--- src/rtl/alu_mul_seq_pkg.sv ---
// Shared definitions for the shift-and-add multiplier sequencer.
// Holds the datapath width, the ALU op-code constants and the sequencer
// state encoding used by alu_mul_seq and by anything wiring it to the ALU.
package alu_mul_seq_pkg;

  // Width is tied to the ALU: its carry flag ('mayor') exists only for bit 16.
  localparam int N = 16;

  // ALU op-codes as seen on the ALU's i_control input.
  localparam logic [2:0] ALU_SUMA    = 3'b000;
  localparam logic [2:0] ALU_SHIFT_D = 3'b001;
  localparam logic [2:0] ALU_RESTA   = 3'b010;  // not issued by the sequencer
  localparam logic [2:0] ALU_SHIFT_I = 3'b011;
  localparam logic [2:0] ALU_PASAR_B = 3'b100;

  typedef enum logic [2:0] {
    S_IDLE = 3'd0,
    S_TEST = 3'd1,
    S_ADD  = 3'd2,
    S_SHR  = 3'd3,
    S_SHL  = 3'd4,
    S_DONE = 3'd5
  } state_e;

endpackage

--- src/rtl/alu_mul_seq.sv ---
// Unsigned 16x16->16 shift-and-add multiplier that borrows the datapath ALU.
// Latency 3*m + popcount(b) + 2 cycles (m = bit length of b); max 66.
// No queuing: i_start is honoured only in IDLE, ignored while o_busy.
//
// Ports:
//   i_clk, i_reset            clock, synchronous active-high reset
//   i_start, i_a, i_b         start request and operands (captured in IDLE)
//   o_busy, o_done            busy flag, one-cycle completion pulse
//   o_product, o_ovf          low product bits and exact overflow, held
//   o_alu_a/b, o_alu_ctrl     operands and op-code driven to the ALU
//   i_alu_q/zero/par/mayor    combinational ALU result and flags
module alu_mul_seq
  import alu_mul_seq_pkg::*;
(
  input  logic         i_clk,
  input  logic         i_reset,
  input  logic         i_start,
  input  logic [N-1:0] i_a,
  input  logic [N-1:0] i_b,
  output logic         o_busy,
  output logic         o_done,
  output logic [N-1:0] o_product,
  output logic         o_ovf,
  output logic [N-1:0] o_alu_a,
  output logic [N-1:0] o_alu_b,
  output logic [2:0]   o_alu_ctrl,
  input  logic [N-1:0] i_alu_q,
  input  logic         i_alu_zero,
  input  logic         i_alu_par,
  input  logic         i_alu_mayor
);

  state_e       state_q, state_d;
  logic [N-1:0] a_q, a_d;        // multiplicand, shifts left
  logic [N-1:0] b_q, b_d;        // multiplier, shifts right
  logic [N-1:0] p_q, p_d;        // partial product
  logic         lost_q, lost_d;  // a 1 has been shifted out of A
  logic         ovf_q, ovf_d;    // running overflow
  logic [N-1:0] product_q, product_d;
  logic         ovf_out_q, ovf_out_d;

  always_ff @(posedge i_clk) begin
    if (i_reset) begin
      state_q   <= S_IDLE;
      a_q       <= '0;
      b_q       <= '0;
      p_q       <= '0;
      lost_q    <= 1'b0;
      ovf_q     <= 1'b0;
      product_q <= '0;
      ovf_out_q <= 1'b0;
    end else begin
      state_q   <= state_d;
      a_q       <= a_d;
      b_q       <= b_d;
      p_q       <= p_d;
      lost_q    <= lost_d;
      ovf_q     <= ovf_d;
      product_q <= product_d;
      ovf_out_q <= ovf_out_d;
    end
  end

  always_comb begin
    state_d    = state_q;
    a_d        = a_q;
    b_d        = b_q;
    p_d        = p_q;
    lost_d     = lost_q;
    ovf_d      = ovf_q;
    product_d  = product_q;
    ovf_out_d  = ovf_out_q;
    o_alu_ctrl = ALU_PASAR_B;
    o_alu_a    = '0;
    o_alu_b    = '0;
    o_done     = 1'b0;

    unique case (state_q)
      S_IDLE: begin
        if (i_start) begin
          a_d     = i_a;
          b_d     = i_b;
          p_d     = '0;
          lost_d  = 1'b0;
          ovf_d   = 1'b0;
          state_d = S_TEST;
        end
      end
      S_TEST: begin
        // Pass B through the ALU to get its zero flag and LSB.
        o_alu_b = b_q;
        if (i_alu_zero) begin
          // P and ovf are final here, so the outputs are loaded on the way
          // into DONE and are already valid while o_done is high.
          product_d = p_q;
          ovf_out_d = ovf_q;
          state_d   = S_DONE;
        end else begin
          // Bits lost from A only matter if B still has work to do.
          if (lost_q) ovf_d = 1'b1;
          state_d = i_alu_par ? S_ADD : S_SHR;
        end
      end
      S_ADD: begin
        o_alu_ctrl = ALU_SUMA;
        o_alu_a    = p_q;
        o_alu_b    = a_q;
        p_d        = i_alu_q;
        if (i_alu_mayor) ovf_d = 1'b1;
        state_d    = S_SHR;
      end
      S_SHR: begin
        o_alu_ctrl = ALU_SHIFT_D;
        o_alu_a    = b_q;
        b_d        = i_alu_q;
        state_d    = S_SHL;
      end
      S_SHL: begin
        o_alu_ctrl = ALU_SHIFT_I;
        o_alu_a    = a_q;
        a_d        = i_alu_q;
        if (a_q[N-1]) lost_d = 1'b1;
        state_d    = S_TEST;
      end
      S_DONE: begin
        o_done  = 1'b1;
        state_d = S_IDLE;
      end
      default: state_d = S_IDLE;
    endcase
  end

  assign o_busy    = (state_q != S_IDLE);
  assign o_product = product_q;
  assign o_ovf     = ovf_out_q;

endmodule

--- config.mk ---
export PLATFORM = sky130hd
export DESIGN_NAME = alu_mul_seq
export DESIGN_NICKNAME = d
export VERILOG_FILES = /design/src/rtl/alu_mul_seq_pkg.sv /design/src/rtl/alu_mul_seq.sv
export SDC_FILE = /design/constraint.sdc
export NUM_CORES = 1
export LEC_CHECK = 0
export ABC_AREA = 1
export BUFFER_PORTS_ARGS = -buffer_cell sky130_fd_sc_hd__clkbuf_2
export CORE_UTILIZATION = 55
export CTS_CLUSTER_SIZE = 12
export DETAILED_ROUTE_END_ITERATION = 10
export HOLD_SLACK_MARGIN = 0.06
export PLACE_DENSITY_LB_ADDON = 0.05
export SYNTH_ARGS = -nofsm -noshare
export SYNTH_HDL_FRONTEND = slang
export SYNTH_SLANG_ARGS = --single-unit
--- constraint.sdc ---
create_clock -name i_clk -period 3.5 [get_ports i_clk]
set_clock_uncertainty 0.1 [all_clocks]
set_input_delay 0.175 -clock i_clk [delete_from_list [all_inputs] [get_ports i_clk]]
set_output_delay 0.175 -clock i_clk [all_outputs]
set_load 0.01 [all_outputs]
# Word-level counts from Yosys, hierarchy flattened
# Cells that the tools add are included.
# word_totals
reg_bits	70
input_bits	54
output_inout_bits	54
elab_cells	51
# op_classes
n_eq_ne	10
muxes	21
reduce_logical	12
# op_table
op	n
$pmux 16 s2	4
$mux 16	3
$pmux 16 s3	1
$pmux 3 s5	1
$ne 2x2->1 const B	5
$pmux 3 s3	1
$reduce_and 2->1	4
$mux 1	7
$eq 3x2->1 const B	2
$eq 3x3->1 const B	2
$mux 3	2
$reduce_bool 2->1	3
$reduce_bool 3->1	2
$reduce_and 5->1	1
$eq 3x1->1 const B	1
$logic_not 3->1	1
$pmux 1 s3	1
$reduce_and 3->1	1
$pmux 1 s2	1

# Depth between registers and ports, before layout
# logic_depth
ltp_word	3
mapped_depth	10
mapped_depth_nobuf	8

# Least setup slack after synthesis
# No wires, ideal clock.
# synth_path
kind	register to output
start	register state_q[1]
end	output port o_alu_a[0]
t_arrival_ns	1.265
required_time_ns	3.225
path_slack_ns	1.960
stages_incl_launch_ff	7
n_path_buf	3
cell_sequence	dfxtp_1 -> buf_6 -> nor2_4 -> nand2_1 -> buf_2 -> buf_2 -> o221ai_1
# synth_between
elab_chain_cells	2
word_cells_on_any_way	4
cone_classes	3 x eq/ne; 1 x mux
# synth_rtl
element	line	source
start: declaration	alu_mul_seq.sv:33	state_e state_q, state_d;
start signal: assignment	alu_mul_seq.sv:53	state_q <= state_d;
$eq 3x3->1 or $eq 3x2->1 (tied branches)	alu_mul_seq.sv:78	unique case (state_q)
$pmux 16 s3 *	alu_mul_seq.sv:78	
end: declaration	alu_mul_seq.sv:24	output logic [N-1:0] o_alu_a,
# Every way passes the cells marked *; elsewhere a longest branch is shown, timed or not.

# Final worst setup path
# layout_path
start	register state_q[1]
end	output port o_alu_a[14]
# Same word-level chain as after synthesis.

==> impl_metrics.ini <==
[floorplanning]
die_h_um = 81.58
rows = 28
start_util_pct = 57.81
die_x_um = 81.58
die-area_sq_um = 6655
coreArea_sq_um = 6026
ios = 108

[outcome]
status = complete, no violations

[sta]
min_period_over_period_pct = 76.10
slew_headroom_pct = 32.96
rsz0062_at_grt = false
min_period_ps = 2664
tns_ps = 0
tightestPinTransition_ps = 1003
drv_slew = 0
finalSetupViolations = 0
fmax_mhz = 375.4
finalHoldViolCount = 0

[layout]
multi_input_area_sq_um = 1672
nets = 664
n_antenna_cell = 0
area_growth_pct = 29.49
drive_gt1_share_pct = 24.72
seqCellArea_sq_um = 1401
instances_no_fill = 690
nFillCells = 468

[global_route]
grt_first_pass_wirelength_um = 15960
grt_usage_pct = 32.21
grt_pass1_vias = 3484
grt_max_degree = 52
gr-total-overflow = 0
antenna_found_initial = 0

[logic_synthesis]
synth_simple_gate_area_share_pct = 22.45
synthMuxAreaShare_pct = 0
synth_edf_count = 0
synthFlopType = dfxtp_1
synth.cell_area_sq_um = 3483
synth_top_area_cell = dfxtp_1
ys_ff_latch = 70
netlist.area_leader.share_pct = 40.23
synthesis.nets = 543
ys_top_cells_by_area = dfxtp_1, nand2_1, o21ai_0
synth_top_family_by_area = compound AO/OA/AOI/OAI gates
async_flop_share_pct = 0
synth_compound_area_share_pct = 25.54
synthCells = 489
syn_area_per_cell_sq_um = 7.123
yosys.area_share.adder_pct = 0
ys_seq_area_share_pct = 40.23
synth.most_common_cell = nand2_1
synth.distinct_cells = 29
synth-xor-area-share_pct = 0
yosys_warnings = 0
synth_common_cells = nand2_1, dfxtp_1, o21ai_0, nor2_1, inv_1

[placement]
post-place-cells = 642
dp_hpwl_um = 6794
port-buffer-count = 107
globalplace.congestion = 0.8933

[clock_tree]
cts_max_level = 3
cts_num_sinks = 70
clkTransAtPathRegs_ps = 70
cts_made_buffers = 9
clk_latency_ps = 350
post_cts_resized = 0
clockBufferDepth = 2
post_cts_buffers = 0
root_buffer = clkbuf_8
cts_hold_buf = 32
cts_tree = done

[worst_setup_path]
reg2reg_depth = 5
cp.required_ps = 3220
reg2reg_from = state_q[1]$_SDFFE_PP0P_
start_kind = register
end_kind = primary output
crit_type = register to primary output
crit_fanout = 28
r2r_slack_ps = 1290
worstPathArrival_ps = 2390
reg2reg_to = a_q[8]$_SDFFE_PP0P_

[run]
drv_cap = 0

[worst_hold_path]
whs_path_depth = 5
whs_endpoint = b_q[7]$_SDFFE_PP0P_
hold_path_class = input pin to register
hold_start = i_b[7]

[drt]
drc = 0
drt-total-wl_um = 10200
ant_nets = 0
first_pass_iters = 5
vias_per_cell = 5.459
vias = 3767
wl_per_cell_um = 14.79
initialDrtViolationCount = 244

[power_and_ir_drop]
p_per_area_nw_per_um2 = 502.7
p_leak_nw = 2.156
ir_worst_vdd_mv = 0.3279
-- area by class of cell --
type / instances / area share [%]
Sequential cell: 70 / 31.07
Tap cell: 75 / 2.080
Multi-Input combinational cell: 327 / 37.06
Timing Repair Buffer: 142 / 19.47
Clock inverter: 5 / 1.803
Clock buffer: 11 / 3.356
Inverter: 60 / 5.159
-- critical path: stages (launching register included) --
cell	delay, ps
dfxtp_1	420
nor2_4	240
nand2_1	550
buf_4	440
o221ai_1	210
clkbuf_2	170
-- layer usage --
metal / vias up / wire length [um] / global-route usage (%)
met4: 0 / 326 / 16.32
met5: - / 0 / 0
met3: 30 / 677 / 5.222
met2: 169 / 4968 / 56.00
met1: 1721 / 4231 / 38.18
li1: 1847 / - / -
-- placed cells by master, fill, tap and decap left out, types with 9 or more instances in the layout --
cell           instances
o221ai_1              15
inv_1                 54
o21a_1                16
dfxtp_1               70
dlygate4sd3_1         32
nor2_2                 9
o21ai_0               66
clkbuf_8              11
nand2_1               94
clkbuf_2             107
nor2_1                58
o22ai_1               15
a21oi_1               37
-- state kept, by name, indices dropped and copies added, names as in the netlist --
| signal | flops |
|---|---|
| a_q | 16 |
| b_q | 16 |
| o_product | 16 |
| p_q | 16 |
| state_q | 3 |
| lost_q | 1 |
| o_ovf | 1 |
| ovf_q | 1 |
-- cell families after synthesis --
family / after synthesis
compound gates: 152
buf+inv: 92
flops: 70
simple gates: 175
-- power by group --
part	total (mW)	internal [mW]	leakage, nW	switching, mW
clock	0.755	0.440	0.116	0.314
combinational	0.572	0.205	1.47	0.367
sequential	0.941	0.894	0.574	0.0473
-- metrics by stage --
stage | power, mW | setup WS, ps | area (sq um) | util, % | hold slack, ps
after floorplan | 1.345 | 1960 | 3483 | - | 222.4
after global placement | 1.480 | 1373 | 3958 | 65.68 | 328.6
after detailed placement | 1.494 | 1274 | 3958 | 65.68 | 335.7
after CTS | 2.269 | 891.4 | 4511 | 74.85 | 62.67
after global routing | 2.384 | 727.5 | 4511 | 74.85 | 99.82
final | 2.268 | 836.5 | 4511 | 74.85 | 73.85
-- how the worst max path moves through the flow --
| stage | to | slack (ps) | cells past startpoint | start |
|---|---|---|---|---|
| after floorplan | o_alu_a[0] | 1960 | 6 | state_q[1]$_SDFFE_PP0P_ |
| after global placement | o_alu_a[12] | 1370 | 5 | state_q[1]$_SDFFE_PP0P_ |
| after detailed placement | o_alu_a[11] | 1270 | 5 | state_q[1]$_SDFFE_PP0P_ |
| after CTS | o_alu_a[11] | 890 | 5 | state_q[1]$_SDFFE_PP0P_ |
| after global routing | o_alu_a[11] | 730 | 5 | state_q[1]$_SDFFE_PP0P_ |
| final | o_alu_a[14] | 840 | 5 | state_q[1]$_SDFFE_PP0P_ |
(Power assumes the default switching activity.)
